$ cat config.mk
export PLATFORM = sky130hd
export DESIGN_NAME = dds_frame_streamer
export DESIGN_NICKNAME = d
export VERILOG_FILES = /design/src/rtl/dds_frame_streamer.sv
export SDC_FILE = /design/constraint.sdc
export NUM_CORES = 1
export LEC_CHECK = 0
export ABC_AREA = 0
export CAP_MARGIN = 10
export CORE_ASPECT_RATIO = 1.4
export CORE_MARGIN = 2
export CORE_UTILIZATION = 25
export CTS_CLUSTER_SIZE = 14
export DETAILED_ROUTE_END_ITERATION = 8
export SLEW_MARGIN = 10
export SYNTH_ARGS = -nofsm -noshare
export SYNTH_HDL_FRONTEND = slang
export SYNTH_SLANG_ARGS = --single-unit
$ cat constraint.sdc
create_clock -name clk -period 8.7 [get_ports clk]
set_input_delay 2.175 -clock clk [delete_from_list [all_inputs] [get_ports clk]]
set_output_delay 2.175 -clock clk [all_outputs]
set_load 0.005 [all_outputs]
$ cat src/rtl/dds_frame_streamer.sv
// Serial front-end for AD995x DDS chips: holds the DDS in reset, sends the init bytes over one lane, then streams per-channel frames over LANES lanes.
// Optional build macro DDS_UPDATE_PER_CH_EN: pulse IO_UPDATE after every channel command instead of once per frame.
module dds_frame_streamer #(
    parameter int NUM_CH      = 2,
    parameter int LANES       = 4,
    parameter int INIT_BYTES  = 12,
    parameter int CSR_CH_BASE = 6,
    parameter int RESET_HOLD  = 1023,
    parameter int GAP         = 4
) (
    input  logic                    clk,
    input  logic                    reset,
    input  logic [8*INIT_BYTES-1:0] init_word,
    input  logic [NUM_CH-1:0]       ch_mask,
    input  logic                    frame_valid,
    output logic                    frame_ready,
    input  logic [32*NUM_CH-1:0]    frame_freq,
    input  logic [10*NUM_CH-1:0]    frame_amp,
    output logic                    busy,
    output logic                    dds_reset,
    output logic                    dds_cs,
    output logic                    dds_sclk,
    output logic                    dds_io_update,
    output logic [3:0]              dds_sdio,
    output logic [2:0]              o_dbg_state
);

    localparam int CMD_W    = 88;
    localparam int INIT_W   = 8 * INIT_BYTES;
    localparam int SH_W     = (INIT_W > CMD_W) ? INIT_W : CMD_W;
    localparam int CH_W     = (NUM_CH > 1) ? $clog2(NUM_CH) : 1;
    localparam int LANE_EFF = (LANES == 4) ? 4 : 1;
    localparam int CNT_MAX0 = (RESET_HOLD > INIT_W) ? RESET_HOLD : INIT_W;
    localparam int CNT_MAX1 = (CNT_MAX0 > CMD_W) ? CNT_MAX0 : CMD_W;
    localparam int CNT_MAX  = (CNT_MAX1 > GAP + 2) ? CNT_MAX1 : GAP + 2;
    localparam int CNT_W    = $clog2(CNT_MAX + 1);

    localparam logic [CNT_W-1:0] HOLD_LAST    = CNT_W'(RESET_HOLD - 1);
    localparam logic [CNT_W-1:0] INIT_LAST    = CNT_W'(INIT_W - 1);
    localparam logic [CNT_W-1:0] CMD_LAST     = CNT_W'(CMD_W / LANE_EFF - 1);
    localparam logic [CNT_W-1:0] INITUPD_LAST = CNT_W'(GAP + 1);
    localparam logic [CNT_W-1:0] UPD_LAST     = CNT_W'(1);

    localparam logic [2:0] S_DDSRST  = 3'd0;
    localparam logic [2:0] S_INIT    = 3'd1;
    localparam logic [2:0] S_INITUPD = 3'd2;
    localparam logic [2:0] S_IDLE    = 3'd3;
    localparam logic [2:0] S_SHIFT   = 3'd4;
    localparam logic [2:0] S_UPDATE  = 3'd5;

    logic [2:0]             r_state;
    logic [CNT_W-1:0]       r_cnt;
    logic                   r_phase;
    logic [SH_W-1:0]        r_shreg;
    logic [CH_W-1:0]        r_ch;
    logic [NUM_CH-1:0]      r_mask;
    logic [32*NUM_CH-1:0]   r_freq;
    logic [10*NUM_CH-1:0]   r_amp;

    logic                   w_cs_low;
    logic [CH_W:0]          w_first;
    logic [CH_W:0]          w_next;
    logic [CMD_W-1:0]       w_first_cmd;
    logic [CMD_W-1:0]       w_next_cmd;

    // Lowest enabled channel, optionally restricted to channels above 'floor'; MSB is the found flag.
    function automatic logic [CH_W:0] find_ch(input logic [NUM_CH-1:0] mask,
                                              input logic use_floor,
                                              input logic [CH_W-1:0] floor);
        logic [CH_W:0] res;
        res = '0;
        for (int i = NUM_CH - 1; i >= 0; i--) begin
            if (mask[i] && (!use_floor || i > int'(floor))) begin
                res = {1'b1, CH_W'(i)};
            end
        end
        return res;
    endfunction

    function automatic logic [CMD_W-1:0] build_cmd(input logic [CH_W-1:0] ch,
                                                   input logic [31:0] ftw,
                                                   input logic [9:0] amp);
        logic [7:0] csr;
        csr = 8'(1) << (CSR_CH_BASE + int'(ch));
        if (LANES == 4) begin
            csr[2:1] = 2'b11;
        end
        return {8'h00, csr, 8'h04, ftw, 8'h06, 8'h00, 6'b000100, amp};
    endfunction

    function automatic logic [SH_W-1:0] align_cmd(input logic [CMD_W-1:0] cmd);
        return SH_W'(cmd) << (SH_W - CMD_W);
    endfunction

    assign w_first     = find_ch(ch_mask, 1'b0, '0);
    assign w_next      = find_ch(r_mask, 1'b1, r_ch);
    assign w_first_cmd = build_cmd(w_first[CH_W-1:0],
                                   frame_freq[32*w_first[CH_W-1:0] +: 32],
                                   frame_amp[10*w_first[CH_W-1:0] +: 10]);
    assign w_next_cmd  = build_cmd(w_next[CH_W-1:0],
                                   r_freq[32*w_next[CH_W-1:0] +: 32],
                                   r_amp[10*w_next[CH_W-1:0] +: 10]);

    assign w_cs_low      = (r_state == S_INIT) || (r_state == S_SHIFT);
    assign dds_cs        = ~w_cs_low;
    assign dds_sclk      = r_phase & w_cs_low;
    assign dds_reset     = (r_state == S_DDSRST);
    assign dds_io_update = ((r_state == S_INITUPD) && (r_cnt < CNT_W'(2))) || (r_state == S_UPDATE);
    assign frame_ready   = (r_state == S_IDLE) && frame_valid;
    assign busy          = (r_state != S_IDLE);
    assign o_dbg_state   = r_state;

    always_comb begin
        dds_sdio = 4'b0000;
        if (r_state == S_INIT) begin
            dds_sdio[0] = r_shreg[SH_W-1];
        end else if (r_state == S_SHIFT) begin
            if (LANES == 4) begin
                dds_sdio = r_shreg[SH_W-1 -: 4];
            end else begin
                dds_sdio[0] = r_shreg[SH_W-1];
            end
        end
    end

    // Data advances on the clk where SCLK is high, so SDIO changes on the SCLK falling edge.
    always_ff @(posedge clk or posedge reset) begin
        if (reset) begin
            r_state <= S_DDSRST;
            r_cnt   <= '0;
            r_phase <= 1'b0;
            r_shreg <= '0;
            r_ch    <= '0;
            r_mask  <= '0;
            r_freq  <= '0;
            r_amp   <= '0;
        end else begin
            case (r_state)
                S_DDSRST: begin
                    if (r_cnt == HOLD_LAST) begin
                        r_cnt   <= '0;
                        r_phase <= 1'b0;
                        r_shreg <= SH_W'(init_word) << (SH_W - INIT_W);
                        r_state <= S_INIT;
                    end else begin
                        r_cnt <= r_cnt + CNT_W'(1);
                    end
                end
                S_INIT: begin
                    r_phase <= ~r_phase;
                    if (r_phase) begin
                        r_shreg <= r_shreg << 1;
                        if (r_cnt == INIT_LAST) begin
                            r_cnt   <= '0;
                            r_state <= S_INITUPD;
                        end else begin
                            r_cnt <= r_cnt + CNT_W'(1);
                        end
                    end
                end
                S_INITUPD: begin
                    if (r_cnt == INITUPD_LAST) begin
                        r_cnt   <= '0;
                        r_state <= S_IDLE;
                    end else begin
                        r_cnt <= r_cnt + CNT_W'(1);
                    end
                end
                S_IDLE: begin
                    if (frame_valid) begin
                        r_mask <= ch_mask;
                        r_freq <= frame_freq;
                        r_amp  <= frame_amp;
                        if (w_first[CH_W]) begin
                            r_ch    <= w_first[CH_W-1:0];
                            r_shreg <= align_cmd(w_first_cmd);
                            r_cnt   <= '0;
                            r_phase <= 1'b0;
                            r_state <= S_SHIFT;
                        end
                    end
                end
                S_SHIFT: begin
                    r_phase <= ~r_phase;
                    if (r_phase) begin
                        if (r_cnt == CMD_LAST) begin
                            r_cnt <= '0;
`ifdef DDS_UPDATE_PER_CH_EN
                            r_state <= S_UPDATE;
`else
                            if (w_next[CH_W]) begin
                                r_ch    <= w_next[CH_W-1:0];
                                r_shreg <= align_cmd(w_next_cmd);
                            end else begin
                                r_state <= S_UPDATE;
                            end
`endif
                        end else begin
                            r_shreg <= r_shreg << LANE_EFF;
                            r_cnt   <= r_cnt + CNT_W'(1);
                        end
                    end
                end
                S_UPDATE: begin
                    if (r_cnt == UPD_LAST) begin
                        r_cnt <= '0;
`ifdef DDS_UPDATE_PER_CH_EN
                        if (w_next[CH_W]) begin
                            r_ch    <= w_next[CH_W-1:0];
                            r_shreg <= align_cmd(w_next_cmd);
                            r_phase <= 1'b0;
                            r_state <= S_SHIFT;
                        end else begin
                            r_state <= S_IDLE;
                        end
`else
                        r_state <= S_IDLE;
`endif
                    end else begin
                        r_cnt <= r_cnt + CNT_W'(1);
                    end
                end
                default: r_state <= S_DDSRST;
            endcase
        end
    end

endmodule

==> out/metrics.cfg, run 1 <==
[status]
status=finished, final reports clean

[floorplan]
dieArea_um2=43900
die_h_um=247
std_cell_rows=89
start_util=0.252
die_w_um=178
io_pins=198
core_region_area_um2=41900

[cts]
cts_made_buffers=17
ctsResizeCount=0
clk_pin_slew_ns=0.07
post-cts-setup-buffers=0
cts_sinks=196
cts-htree-levels=4
postCtsHoldBufs=0
clk_path_buf_depth=2
cts_tree=yes
clk_latency_ns=0.46
cts_root_buf=clkbuf_16

[global_routing]
grt_max_degree=102
grt_use_total=0.165
grt_antenna_before_repair=1
grt_pass1_vias=9487
grt_pass1_wl_mm=55.2
grt-ovfl-total=0

[routing]
drt-initial-drc-count=854
ant_nets=0
viasPerCell=5.31
firstDrtPassIters=6
avgRoutedWirePerCell_um=20.2
wirelength_mm=36.4
vias=9548
drc=0

[placed_design]
dp_hpwl_mm=23.6
placed_cells=1767
port_buffers=197
pre_cts_slack_ns=2.38
gp_congestion=0.805

[final_layout]
drive_gt1_frac=0.125
fin_nets=1428
syn2layout_area_growth_pct=28.2
final_common_cell=clkdlybuf4s50_1
multi_input_area_um2=5250
seqCellArea_um2=4910
mostFrequentLayoutCells=clkdlybuf4s50_1, dfrtp_1, nand2_1, a21oi_1, mux2_2
n_fill_cell=4390
fin_cells=1799
final_core_util=0.323

[setup_path]
critPathMaxStageDelay_ns=0.68
worst_path_most_repeated_cell=clkdlybuf4s50_1
r2r_slack_ns=5.06
start_kind=primary input
r2r_start=o_dbg_state[2]
worstSetupPathType=primary input to output port
crit_chain=clkdlybuf4s50_1 -> and3_4 -> clkdlybuf4s50_1
ff2ff_path_depth=7
critPathRequiredTime_ns=6.53
worstPathMaxFanout=51
end_kind=output port
cp_data_arrival_time_ns=4.12
reg2reg_to=r_shreg[23]
crit_path_top_delay_cell=and3_4

[pwr]
ir_drop_v=0.000181
clkPwrFrac=0.167
pwr_density_cell_nw_per_um2=361
p_seq_frac=0.354
switchingPower_w=0.00209
pwr-share-comb=0.479
sw_frac_of_total=0.429
leakage_nw=5.36
p_int_w=0.00279

[yosys]
yosysTopAreaCellShare=0.465
ys_types=50
synth_nets=1300
yosysWarnings=0
yosysTopAreaCell=dfrtp_1
synth-edff-count=0
ys_seq_elements=196
avgSynthCellArea_um2=9.48
synthesis.area_um2=10500
seq_area_frac_synth=0.465
ys_async_sr_fraction=1.00
netlist_instances=1112
synth-main-ff-cell=dfrtp_1
synthTopCellsByArea=dfrtp_1, mux2_2, nand2_1

[job]
drv_cap=0

[sta]
fin_tns_setup_ns=0
fin_skew_ns=0.0156
hold_viol=0
layout_setup_ws_ns=2.40
slew_violations=0
layout_min_cycle_time_ns=6.30
setup_viol=0
rsz0062_at_grt=no
tightest_slew_ns=1.25
relSlewSlack=0.164
period_share=0.724
max_freq_ghz=0.159

[worst_hold_path]
min_from=r_amp[0]
hold-path-endpoint=r_amp[0]
hp-class=flip-flop to flip-flop
hold_depth=1

-- cell type report --
cell class / instances / area share
Clock inverter: 13 / 0.0110
Antenna cell: 1 / 0.000185
Inverter: 4 / 0.00167
Sequential cell: 196 / 0.363
Tap cell: 546 / 0.0505
Timing Repair Buffer: 212 / 0.154
Clock buffer: 18 / 0.0317
Multi-Input combinational cell: 809 / 0.388
-- per-layer routing --
layer / vias up / track usage / share of wire
met5: - / 0 / 0
met4: 0 / 0.0646 / 0.025
met1: 4807 / 0.201 / 0.41
met2: 338 / 0.286 / 0.51
li1: 4360 / - / -
met3: 43 / 0.0286 / 0.052
-- state kept, by name (all words and copies together), names as in the netlist --
name / cells
o_dbg_state: 3
r_amp: 20
r_ch: 1
r_cnt: 10
r_freq: 64
r_mask: 1
r_phase: 1
r_shreg: 96
-- kinds of logic after synthesis --
family / after synthesis / share of synthesized area
AO/OA/AOI/OAI: 365 / 0.243
adder cells (fa/ha/maj): 3 / 0.00356
buffers and inverters: 107 / 0.0440
flip-flops: 196 / 0.465
multiplexers: 88 / 0.0940
AND/OR/NAND/NOR: 353 / 0.150
-- worst max path at each step --
stage	startpoint	slack [ns]	to
global placement	frame_valid	2.41	frame_ready
global route	frame_valid	2.32	frame_ready
CTS	frame_valid	2.38	frame_ready
floorplan	reset	1.18	o_dbg_state[0]
detailed placement	frame_valid	2.38	frame_ready
finish	frame_valid	2.40	frame_ready
-- per-stage QoR --
| stage | hold WS [ns] | instance area, µm² | power (W) |
|---|---|---|---|
| floorplan | 0.461 | 10500 | 0.00340 |
| global placement | 0.488 | 12900 | 0.00403 |
| detailed placement | 0.495 | 12900 | 0.00410 |
| CTS | 0.512 | 13500 | 0.00493 |
| global route | 0.517 | 13500 | 0.00526 |
| finish | 0.508 | 13500 | 0.00488 |
-- critical path, delay by kind of cell --
family	cells	cell delay (ns)
buf+inv	2	1.16
simple gates	1	0.68
-- Yosys cell counts (4+ instances only) --
cell type  instances
dfrtp_1          196
nand2_1          191
a21oi_1           93
mux2_2            88
nor2_1            67
clkbuf_1          64
o31ai_1           49
nand2b_1          48
a221o_1           43
a211oi_1          42
a222oi_1          42
o21ai_0           42
o21ai_1           23
buf_2             15
buf_1             12
buf_4              9
a22o_1             7
nor2b_1            7
nor3_1             7
o22ai_1            7
and3_1             6
nand3_1            6
and2_1             4
inv_1              4
-- power groups by stage --
stage               Sequential (W)  Clock (W)  Combinational, W
floorplan                  0.00158          0           0.00182
global placement           0.00172          0           0.00231
detailed placement         0.00174          0           0.00236
CTS                        0.00173   0.000837           0.00236
global route               0.00178   0.000871           0.00261
finish                     0.00173   0.000813           0.00234
(Power assumes the default switching activity.)
==> run 2: changes to the inputs <==
==> constraint.sdc (replaced) <==
create_clock -name clk -period 6.21 [get_ports clk]
set_input_delay 1.5525 -clock clk [delete_from_list [all_inputs] [get_ports clk]]
set_output_delay 1.5525 -clock clk [all_outputs]
set_load 0.005 [all_outputs]
==> out/metrics.cfg, run 2 (synthesis results as in run 1) <==
[global_routing]
use_met2=0.291  ; +0.00479
grt-ovfl-total=0  ; unchanged
grt_use_total=0.168  ; +0.00316
use_met3=0.0251  ; -0.00354
grt_antenna_before_repair=2  ; +1
grt_max_degree=188  ; +84%
busiest_layer=met2
grt_pass1_vias=9592  ; +1.1%
grt_pass1_wl_mm=56.0  ; +1.4%
global_route.usage.met1=0.206  ; +0.00568

[cts]
cts_sinks=196  ; unchanged
ctsResizeCount=0  ; unchanged
clk_path_buf_depth=2  ; unchanged
cts_tree=yes
clk_pin_slew_ns=0.07  ; about the same
cts-htree-levels=4  ; unchanged
cts_made_buffers=17  ; unchanged
post-cts-setup-buffers=0  ; unchanged
postCtsHoldBufs=0  ; unchanged
cts_root_buf=clkbuf_16
clk_latency_ns=0.45  ; about the same

[pwr]
p_int_w=0.00400  ; +44%
ir_drop_v=0.000352  ; +95%
leakage_nw=5.41  ; +0.85%
p_seq_frac=0.353  ; about the same
switchingPower_w=0.00291  ; +39%
pwr_density_cell_nw_per_um2=508  ; +41%
sw_frac_of_total=0.421  ; -0.00809
clkPwrFrac=0.175  ; +0.008
pwr-share-comb=0.472  ; -0.007

[job]
drv_cap=0  ; unchanged

[setup_path]
start_kind=primary input
cp_data_arrival_time_ns=2.86  ; -1.26 ns
worstPathMaxFanout=4  ; -92%
critPathMaxStageDelay_ns=0.52  ; -0.16 ns
worstSetupPathType=primary input to output port
end_kind=output port
ff2ff_path_depth=6  ; -1
crit_path_top_delay_cell=clkdlybuf4s50_1
worst_path_most_repeated_cell=clkdlybuf4s50_1
critPathRequiredTime_ns=4.66  ; -1.87 ns
crit_chain=clkdlybuf4s50_1 -> and3_4 -> clkdlybuf4s50_1

[sta]
slew_violations=0  ; unchanged
period_share=0.711
tightest_slew_ns=1.20  ; -0.0549 ns
hold_viol=0  ; unchanged
setup_viol=0  ; unchanged
fin_tns_setup_ns=0  ; unchanged
layout_min_cycle_time_ns=4.42
rsz0062_at_grt=no
relSlewSlack=0.199  ; +0.0347
fin_skew_ns=0.00757  ; -0.00802 ns
max_freq_ghz=0.226
holdWs_ns=0.507  ; -0.000802 ns

[final_layout]
syn2layout_area_growth_pct=29.0
regMostFlops=r_shreg
multi_input_area_um2=5250  ; unchanged
top_regs=r_shreg x96, r_freq x64, r_amp x20
seqCellArea_um2=4910  ; unchanged
final_core_util=0.325  ; +0.00188
fin_cells=1801  ; +0.11%
drive_gt1_frac=0.126  ; +0.00140
final_common_cell=clkdlybuf4s50_1
largest_reg_flops=96  ; unchanged
fin_nets=1430  ; +0.14%
design_area_um2=13600  ; +0.58%
n_fill_cell=4367  ; -0.52%
mostFrequentLayoutCells=clkdlybuf4s50_1, dfrtp_1, nand2_1, a21oi_1, mux2_2

[worst_hold_path]
hold_depth=2  ; +1
hp-class=flip-flop to flip-flop

[floorplan]
core_region_area_um2=41900  ; unchanged
die_h_um=247  ; unchanged
start_util=0.252  ; unchanged
dieArea_um2=43900  ; unchanged
die_w_um=178  ; unchanged
io_pins=198  ; unchanged
std_cell_rows=89  ; unchanged

[placed_design]
placed_cells=1769  ; +0.11%
gp_congestion=0.800  ; -0.72%
detailed_place.area_um2=13000  ; +0.28%
port_buffers=197  ; unchanged
dp_hpwl_mm=24.3  ; +2.9%

[routing]
vias=9412  ; -1.4%
avgRoutedWirePerCell_um=20.4  ; +0.90%
ant_nets=0  ; unchanged
drc=0  ; unchanged
wirelength_mm=36.8  ; +1.0%
drt-initial-drc-count=740  ; -13%
viasPerCell=5.23  ; -1.5%
firstDrtPassIters=6  ; unchanged

[status]
status=finished, final reports clean

run 2: cell types whose count changed in the layout (fill, tap and decap cells not counted), sizes merged:
| cell | before | now |
|---|---|---|
| inv | 9 | 6 |
| buf | 15 | 17 |
| bufinv | 2 | 4 |
| clkbuf | 18 | 19 |
| clkinv | 4 | 5 |
| clkinvlp | 2 | 1 |
run 2: cell type report:
class / instances / area share
clock buffer: 19 / 0.0326
multi-input combinational: 809 / 0.386
inverter: 4 / 0.00138
timing repair buffer: 214 / 0.156
clock inverter: 12 / 0.0131
antenna: 1 / 0.000184
tap: 546 / 0.0502
sequential: 196 / 0.361
run 2: per-layer routing:
| metal | share of wire | vias to the layer above |
|---|---|---|
| li1 | - | 4354 |
| met1 | 0.42 | 4735 |
| met2 | 0.51 | 281 |
| met3 | 0.044 | 40 |
| met4 | 0.024 | 2 |
| met5 | 0.00033 | - |
run 2: critical path, delay by kind of cell:
family | cells | cell delay, ns
buffers and inverters | 2 | 1.03
and+or+nand+nor | 1 | 0.27
run 2: path summary, 6_finish.rpt:
check	from	slack [ns]	end
setup / recovery	frame_valid	1.79	frame_ready
hold / removal	r_shreg[95]	0.51	r_shreg[95]
setup reg to reg	o_dbg_state[0]	2.59	r_amp[4]
hold reg to reg	r_shreg[95]	0.51	r_shreg[95]
max in group asynchronous	reset	3.44	r_amp[3]
min in group asynchronous	reset	1.40	r_mask[1]
run 2: per-stage QoR:
stage	setup slack [ns]	power, W
2_1_floorplan	2.13	0.00476
3_3_place_gp	1.74	0.00566
3_5_place_dp	1.76	0.00577
4_1_cts	1.76	0.00701
5_1_grt	1.68	0.00745
6_report	1.79	0.00691
run 2: power groups by stage:
stage          clock (W)  combinational, W  sequential, W
5_1_grt          0.00129           0.00364        0.00252
2_1_floorplan          0           0.00254        0.00221
3_5_place_dp           0           0.00330        0.00246
6_report         0.00121           0.00326        0.00244
4_1_cts          0.00125           0.00331        0.00244
3_3_place_gp           0           0.00322        0.00244
